--- src/rtl/light_length_scheduler_if.sv ---
// Bus between the adaptive phase-length scheduler and the traffic light controller.
// The controller side (master) drives light/counters; the scheduler (slave) drives lengths.
interface light_length_scheduler_if;
   logic [1:0]  light;
   logic [8:0]  carCount;
   logic [8:0]  walkCount;
   logic [10:0] gLength;
   logic [10:0] yLength;
   logic [10:0] rLength;
   logic [8:0]  cycleCars;
   logic        update;
   logic        err;

   modport master (
      output light, carCount, walkCount,
      input  gLength, yLength, rLength, cycleCars, update, err
   );

   modport slave (
      input  light, carCount, walkCount,
      output gLength, yLength, rLength, cycleCars, update, err
   );
endinterface

--- src/rtl/light_length_scheduler.sv ---
// Adaptive phase-length scheduler: measures cars per green+yellow span and walks per
// red span from the controller's free-running counters, then retunes green/red lengths.
module light_length_scheduler #(
   parameter int unsigned G_MIN      = 16,
   parameter int unsigned G_MAX      = 512,
   parameter int unsigned G_DEFAULT  = 64,
   parameter int unsigned G_STEP     = 16,
   parameter int unsigned Y_LEN      = 8,
   parameter int unsigned R_BASE     = 48,
   parameter int unsigned R_WALK_EXT = 32,
   parameter int unsigned HI_THRESH  = 60,
   parameter int unsigned LO_THRESH  = 20
) (
   input logic clock,
   input logic reset,
   light_length_scheduler_if.slave bus
);

   localparam logic [1:0]  LIGHT_GREEN = 2'b10;
   localparam logic [1:0]  LIGHT_RED   = 2'b00;
   localparam logic [1:0]  LIGHT_BAD   = 2'b11;

   localparam logic [11:0] G_MIN_W   = 12'(G_MIN);
   localparam logic [11:0] G_MAX_W   = 12'(G_MAX);
   localparam logic [11:0] G_STEP_W  = 12'(G_STEP);
   localparam logic [11:0] HI_W      = 12'(HI_THRESH);
   localparam logic [11:0] LO_W      = 12'(LO_THRESH);
   localparam logic [10:0] G_DEF_W   = 11'(G_DEFAULT);
   localparam logic [10:0] Y_LEN_W   = 11'(Y_LEN);
   localparam logic [10:0] R_BASE_W  = 11'(R_BASE);
   localparam logic [10:0] R_EXT_W   = 11'(R_BASE + R_WALK_EXT);

   typedef enum logic [1:0] {
      S_WAIT,
      S_GREEN,
      S_CALC,
      S_RED
   } state_t;

   state_t      state;
   state_t      state_next;

   logic [1:0]  light_prev;
   logic [8:0]  start_cars;
   logic [8:0]  start_walk;
   logic        armed;
   logic [10:0] g_len;
   logic [10:0] r_len;
   logic [8:0]  cycle_cars;
   logic        upd;
   logic        err_flag;

   logic        legal;
   logic        green_entry;
   logic        red_entry;
   logic        do_calc;
   logic        load_r;
   logic [8:0]  car_delta;
   logic [8:0]  walk_delta;
   logic [11:0] g_wide;
   logic [11:0] g_inc;
   logic [11:0] g_dec;
   logic [11:0] cars_wide;
   logic [10:0] g_next;

   // Edge detection against the last legal light value, and wrap-safe counter deltas.
   always_comb begin
      legal       = (bus.light != LIGHT_BAD);
      green_entry = legal && (bus.light == LIGHT_GREEN) && (light_prev != LIGHT_GREEN);
      red_entry   = legal && (bus.light == LIGHT_RED)   && (light_prev != LIGHT_RED);
      car_delta   = bus.carCount - start_cars;
      walk_delta  = bus.walkCount - start_walk;
   end

   // FSM state register.
   always_ff @(posedge clock or posedge reset) begin
      if (reset) begin
         state <= S_WAIT;
      end else begin
         state <= state_next;
      end
   end

   // Next-state and control strobes. CALC is left after one cycle even if the light
   // is illegal in that cycle, so a closed measurement is never lost or repeated; a
   // green entry seen during CALC belongs to the same red span as RED does.
   always_comb begin
      state_next = state;
      do_calc    = 1'b0;
      load_r     = 1'b0;
      unique case (state)
         S_WAIT: begin
            if (green_entry) state_next = S_GREEN;
         end
         S_GREEN: begin
            if (red_entry) state_next = S_CALC;
         end
         S_CALC: begin
            do_calc    = 1'b1;
            load_r     = 1'b1;
            state_next = green_entry ? S_GREEN : S_RED;
         end
         S_RED: begin
            load_r = 1'b1;
            if (green_entry) state_next = S_GREEN;
         end
         default: state_next = S_WAIT;
      endcase
   end

   // Clamped green-length step, evaluated 12 bits wide so neither bound can wrap.
   always_comb begin
      g_wide    = {1'b0, g_len};
      g_inc     = g_wide + G_STEP_W;
      g_dec     = g_wide - G_STEP_W;
      cars_wide = {3'b000, cycle_cars};
      g_next    = g_len;
      if (cars_wide >= HI_W) begin
         g_next = (g_inc > G_MAX_W) ? G_MAX_W[10:0] : g_inc[10:0];
      end else if (cars_wide <= LO_W) begin
         g_next = (g_wide < (G_MIN_W + G_STEP_W)) ? G_MIN_W[10:0] : g_dec[10:0];
      end
   end

   // Snapshots, measurements and registered outputs; an illegal light only sets err.
   always_ff @(posedge clock or posedge reset) begin
      if (reset) begin
         light_prev <= LIGHT_RED;
         start_cars <= '0;
         start_walk <= '0;
         armed      <= 1'b0;
         g_len      <= G_DEF_W;
         r_len      <= R_BASE_W;
         cycle_cars <= '0;
         upd        <= 1'b0;
         err_flag   <= 1'b0;
      end else begin
         upd <= do_calc;
         if (do_calc) begin
            g_len <= g_next;
         end
         if (!legal) begin
            err_flag <= 1'b1;
         end else begin
            light_prev <= bus.light;
         end
         if (green_entry) begin
            start_cars <= bus.carCount;
            armed      <= 1'b1;
            if (load_r) begin
               r_len <= (walk_delta != '0) ? R_EXT_W : R_BASE_W;
            end
         end
         if (red_entry) begin
            if (armed) begin
               cycle_cars <= car_delta;
            end
            start_walk <= bus.walkCount;
         end
      end
   end

   assign bus.gLength   = g_len;
   assign bus.yLength   = Y_LEN_W;
   assign bus.rLength   = r_len;
   assign bus.cycleCars = cycle_cars;
   assign bus.update    = upd;
   assign bus.err       = err_flag;

endmodule

--- src/flat_wrapper.sv ---
// flat-port wrapper written by rule: the top's interface ports become plain ports
module light_length_scheduler_flat 
#(
   parameter int unsigned G_MIN      = 16,
   parameter int unsigned G_MAX      = 512,
   parameter int unsigned G_DEFAULT  = 64,
   parameter int unsigned G_STEP     = 16,
   parameter int unsigned Y_LEN      = 8,
   parameter int unsigned R_BASE     = 48,
   parameter int unsigned R_WALK_EXT = 32,
   parameter int unsigned HI_THRESH  = 60,
   parameter int unsigned LO_THRESH  = 20
)
  (clock, reset, bus_light, bus_carCount, bus_walkCount, bus_gLength, bus_yLength, bus_rLength, bus_cycleCars, bus_update, bus_err);
  light_length_scheduler_if bus_i ();
  input logic clock;
  input logic reset;
  input wire logic [$bits(bus_i.light)-1:0] bus_light;
  input wire logic [$bits(bus_i.carCount)-1:0] bus_carCount;
  input wire logic [$bits(bus_i.walkCount)-1:0] bus_walkCount;
  output wire logic [$bits(bus_i.gLength)-1:0] bus_gLength;
  output wire logic [$bits(bus_i.yLength)-1:0] bus_yLength;
  output wire logic [$bits(bus_i.rLength)-1:0] bus_rLength;
  output wire logic [$bits(bus_i.cycleCars)-1:0] bus_cycleCars;
  output wire logic [$bits(bus_i.update)-1:0] bus_update;
  output wire logic [$bits(bus_i.err)-1:0] bus_err;
  assign bus_i.light = bus_light;
  assign bus_i.carCount = bus_carCount;
  assign bus_i.walkCount = bus_walkCount;
  assign bus_gLength = bus_i.gLength;
  assign bus_yLength = bus_i.yLength;
  assign bus_rLength = bus_i.rLength;
  assign bus_cycleCars = bus_i.cycleCars;
  assign bus_update = bus_i.update;
  assign bus_err = bus_i.err;
  light_length_scheduler #(.G_MIN(G_MIN), .G_MAX(G_MAX), .G_DEFAULT(G_DEFAULT), .G_STEP(G_STEP), .Y_LEN(Y_LEN), .R_BASE(R_BASE), .R_WALK_EXT(R_WALK_EXT), .HI_THRESH(HI_THRESH), .LO_THRESH(LO_THRESH)) u_core (.clock(clock), .reset(reset), .bus(bus_i));
endmodule
--- config.mk ---
export PLATFORM = sky130hd
export DESIGN_NAME = light_length_scheduler_flat
export DESIGN_NICKNAME = d
export VERILOG_FILES = /design/src/rtl/light_length_scheduler_if.sv /design/src/rtl/light_length_scheduler.sv /design/src/flat_wrapper.sv
export SDC_FILE = /design/constraint.sdc
export NUM_CORES = 1
export LEC_CHECK = 0
export ABC_AREA = 1
export BUFFER_PORTS_ARGS = -buffer_cell sky130_fd_sc_hd__buf_2
export CAP_MARGIN = 10
export CORE_UTILIZATION = 34
export CTS_BUF_LIST = sky130_fd_sc_hd__clkbuf_4 sky130_fd_sc_hd__clkbuf_8 sky130_fd_sc_hd__clkbuf_16
export DETAILED_ROUTE_END_ITERATION = 8
export HOLD_SLACK_MARGIN = 0.03
export PLACE_DENSITY = 0.61
export SETUP_SLACK_MARGIN = 0.3
export SYNTH_ARGS = -nofsm -noshare
export SYNTH_HDL_FRONTEND = slang
export SYNTH_SLANG_ARGS = --single-unit
--- constraint.sdc ---
create_clock -name clock -period 2.9 [get_ports clock]
set_clock_uncertainty 0.1 [all_clocks]
set_input_delay 0.145 -clock clock [delete_from_list [all_inputs] [get_ports clock]]
set_output_delay 0.145 -clock clock [all_outputs]
set_load 0.02 [all_outputs]
==> summary.txt <==
Status
  – Run status: finished, final reports clean

Placement
  – Weighted congestion reported at the end of routability-driven placement: 0.898
  – Half-perimeter wire length of the detailed placement result: 4.79 mm
  – Post-DP Area: 0.00327 mm2
  – Buffers on Ports: a little over 40

Worst setup path
  – Slack of the worst reg-to-reg path: 1.08 ns
  – Endpoint arrival time on the critical path: 2.04 ns
  – Capturing element type of the critical path: flop
  – Critical path fanouts, max: 5
  – Launching element type of the critical path: input pin
  – CP required: 2.99 ns
  – Beginning of the worst register-to-register path: u_core.start_cars[0]$_DFFE_PP0P_
  – Destination of the worst register-to-register timing path: u_core.bus.cycleCars[6]$_DFFE_PP0P_
  – Worst Path Class, Setup: input pin to flop
  – Reg2Reg Depth: 8

Routing
  – Total detailed-routing wirelength: 6.32 mm
  – Routed wire per std cell: 10.8 um
  – Number of iterations in the first detailed-routing pass: 4
  – Initial DRC Count: roughly 130
  – Antenna Nets Post-Route: 0
  – Detail-routed via count per cell: between 4 and 5
  – Total vias in the final route: 2636
  – Remaining routing DRC violations: 0

STA
  – Fmax: 0.513 GHz
  – Final min period: 1.95 ns
  – Fraction of the cycle the final worst path needs: 0.672
  – Final Max Tran Viols: 0
  – Total count of hold-check failures in the final report: 0
  – Unrepaired setup endpoints after global routing: no
  – Worst Max-Slew Pin Slew: 0.560 ns
  – Final setup violation count: 0
  – Worst rel slew slack: 0.626
  – Summed negative setup slack over all endpoints: 0 ns

Global route
  – Number of antenna violations at the first check in global routing: 0
  – Number of global-route vias before repair: about 2500
  – First-pass GRT wire length: ~11 mm
  – Global Route Usage Sum: 0.140
  – Pin count of the biggest net entering global routing: 44
  – GRT Residual Overflow: 0

Floorplan
  – Placeable core area: 0.00872 mm2
  – Vertical die dimension: 96.9 um
  – Die Footprint: 0.00939 mm2
  – Standard-cell row count: 34
  – Starting utilization of the core area: 0.351
  – IO Pins: 66
  – Chip width: 96.9 um

Layout
  – # diodes: 0
  – Register area: 0.00108 mm2
  – Area of all placed cells without fillers: 0.00358 mm2
  – Count of nets after finishing: approximately 520
  – Most common cell after layout, fill and taps aside: nand2_1
  – Ratio of cells with drive above 1 in the final layout: 0.138
  – Signed area change from the synthesized netlist to the final layout: 16.8%
  – Highest-count cells in the layout ignoring fill and taps: nand2_1, inv_1, buf_2, dfrtp_1, nor2_1
  – Filler cell count: ~920
  – Share of the core filled with cells: 0.410
  – Multi-input gate area: 0.00159 mm2

Power and ir drop
  – Cell area power density: 751 mW/mm2
  – Cell leakage power: about 2 nW
  – Worst voltage drop across the vdd grid: 0.229 mV

Clocking
  – Clock buffer count from CTS: 5
  – Clock-pin slew of the registers on the worst-case setup and hold paths: 0.09 ns
  – Maximum clock insertion buffer count: 2
  – TritonCTS clock tree: built
  – Cell at the root of the clock tree: clkbuf_8
  – Later-pin clock latency in the skew report: 0.30 ns
  – Clock H-tree levels: 2
  – Number of clock sinks: 43

Worst hold path
  – Hold Crit Start: bus_walkCount[0]
  – Cell count of the worst hold path: 3
  – Worst hold path class: input pin to flop
  – Endpoint with the worst hold slack: u_core.start_walk[0]$_DFFE_PP0P_

Flow run
  – Maxcap violations: 0

Yosys
  – Netlist cell types: 32
  – Average cell area after synthesis: 7.34 um2
  – Area share of the largest cell type after synthesis: 0.335
  – Register bit count reported by yosys: 43
  – Cell accounting for the most synthesized area: dfrtp_1
  – Most frequently used flop master after synthesis: dfrtp_1
  – Post-synth design cell area: 0.00306 mm2
  – Seq/Total Area, Yosys: 0.352
  – Synthesized instance count: 417
  – Share of async-settable or async-resettable flops after synthesis: 1.00
  – Largest cells by area after synthesis: dfrtp_1, nand2_1, ha_1
  – EDFF count, synth: 0
  – Yosys warnings: 0
[through the flow]
stage               setup slack [ns]  power (mW)  instances  hold WS [ns]
detailed placement              1.09        2.20        560         0.228
floorplan                       1.21        1.93        439         0.134
finish                         0.950        2.69        587        0.0468
global placement                1.13        2.17        560         0.230
global route                   0.766        2.93        587        0.0758
CTS                            0.982        2.72        587        0.0501
[worst max-delay path by stage]
stage	end	depth (start not counted)	start	slack, ns
final	u_core.bus.cycleCars[5]$_DFFE_PP0P_	12	bus_carCount[2]	0.95
after global routing	u_core.bus.rLength[6]$_DFFE_PP0P_	13	bus_walkCount[4]	0.77
after CTS	u_core.bus.cycleCars[5]$_DFFE_PP0P_	12	bus_carCount[2]	0.98
after detailed placement	u_core.bus.cycleCars[6]$_DFFE_PP0P_	8	u_core.start_cars[0]$_DFFE_PP0P_	1.09
after global placement	u_core.bus.cycleCars[8]$_DFFE_PP0P_	10	u_core.start_cars[0]$_DFFE_PP0P_	1.13
after floorplan	u_core.bus.gLength[4]$_DFFE_PP0P_	11	u_core.bus.gLength[5]$_DFFE_PP0P_	1.21
[repair_timing]
action,in CTS,in global routing
hold buffers,19,0
setup buffers,0,0
setup endpoints to repair,0,0
gates resized for setup,0,0
hold endpoints to repair,59,0
[cell usage after synthesis, types with 2 or more instances]
cell type	instances
a21oi_1	21
buf_2	3
buf_4	24
buf_6	2
conb_1	2
dfrtp_1	41
dfstp_2	2
ha_1	21
inv_1	66
inv_2	2
nand2_1	99
nand2_2	4
nand3_1	24
nand3_2	2
nand3b_1	2
nor2_1	39
nor3_1	3
o21a_1	2
o21ai_0	34
o21bai_1	2
or2_2	2
xnor2_1	2
xor2_1	9
[sequential cells by signal, indices dropped and copies added (netlist names)]
register and flops:
u_core.bus.err 1, u_core.bus.rLength 2, u_core.light_prev 2, u_core.armed 1
u_core.bus.gLength 7, u_core.state 2, u_core.start_cars 9, u_core.start_walk 9
u_core.bus.update 1, u_core.bus.cycleCars 9
[report_power, final]
part           switching [mW]  internal (mW)  total (mW)
clock                   0.220          0.257       0.477
combinational           0.813          0.471        1.28
sequential              0.165          0.760       0.925
[cell type report]
type,instances,share of cell area
multi-input combinational,299,0.445
sequential,43,0.302
timing repair buffer,61,0.113
inverter,68,0.0714
tap,108,0.0378
clock buffer,5,0.0192
clock inverter,3,0.0122
[routing by layer]
| layer | up-vias | track usage | routed length [um] |
|---|---|---|---|
| met1 | 1204 | 0.170 | 2950 |
| li1 | 1378 | - | - |
| met3 | 8 | 0.0296 | 236 |
| met5 | - | 0 | 0 |
| met2 | 46 | 0.247 | 3040 |
| met4 | 0 | 0.0448 | 94 |
[kinds of logic after synthesis]
| family | share of synthesized area |
|---|---|
| adder cells (fa/ha/maj) | 0.0924 |
| flip-flops | 0.352 |
| other | 0.00245 |
| XOR/XNOR | 0.0368 |
| AO/OA/AOI/OAI | 0.112 |
| AND/OR/NAND/NOR | 0.250 |
| buffers and inverters | 0.154 |
[worst max-delay path, stage by stage]
cell and delay (ns):
dlygate4sd3_1 0.55, buf_2 0.14, ha_1 0.34, nand2_1 0.06, o21ai_0 0.32, nand2_1 0.12
nand2_1 0.08, nand2_1 0.06, nand2_1 0.06, nand2_1 0.05, nand3_1 0.06, o21ai_0 0.07
No activity file was read; power rests on OpenSTA's default activity.
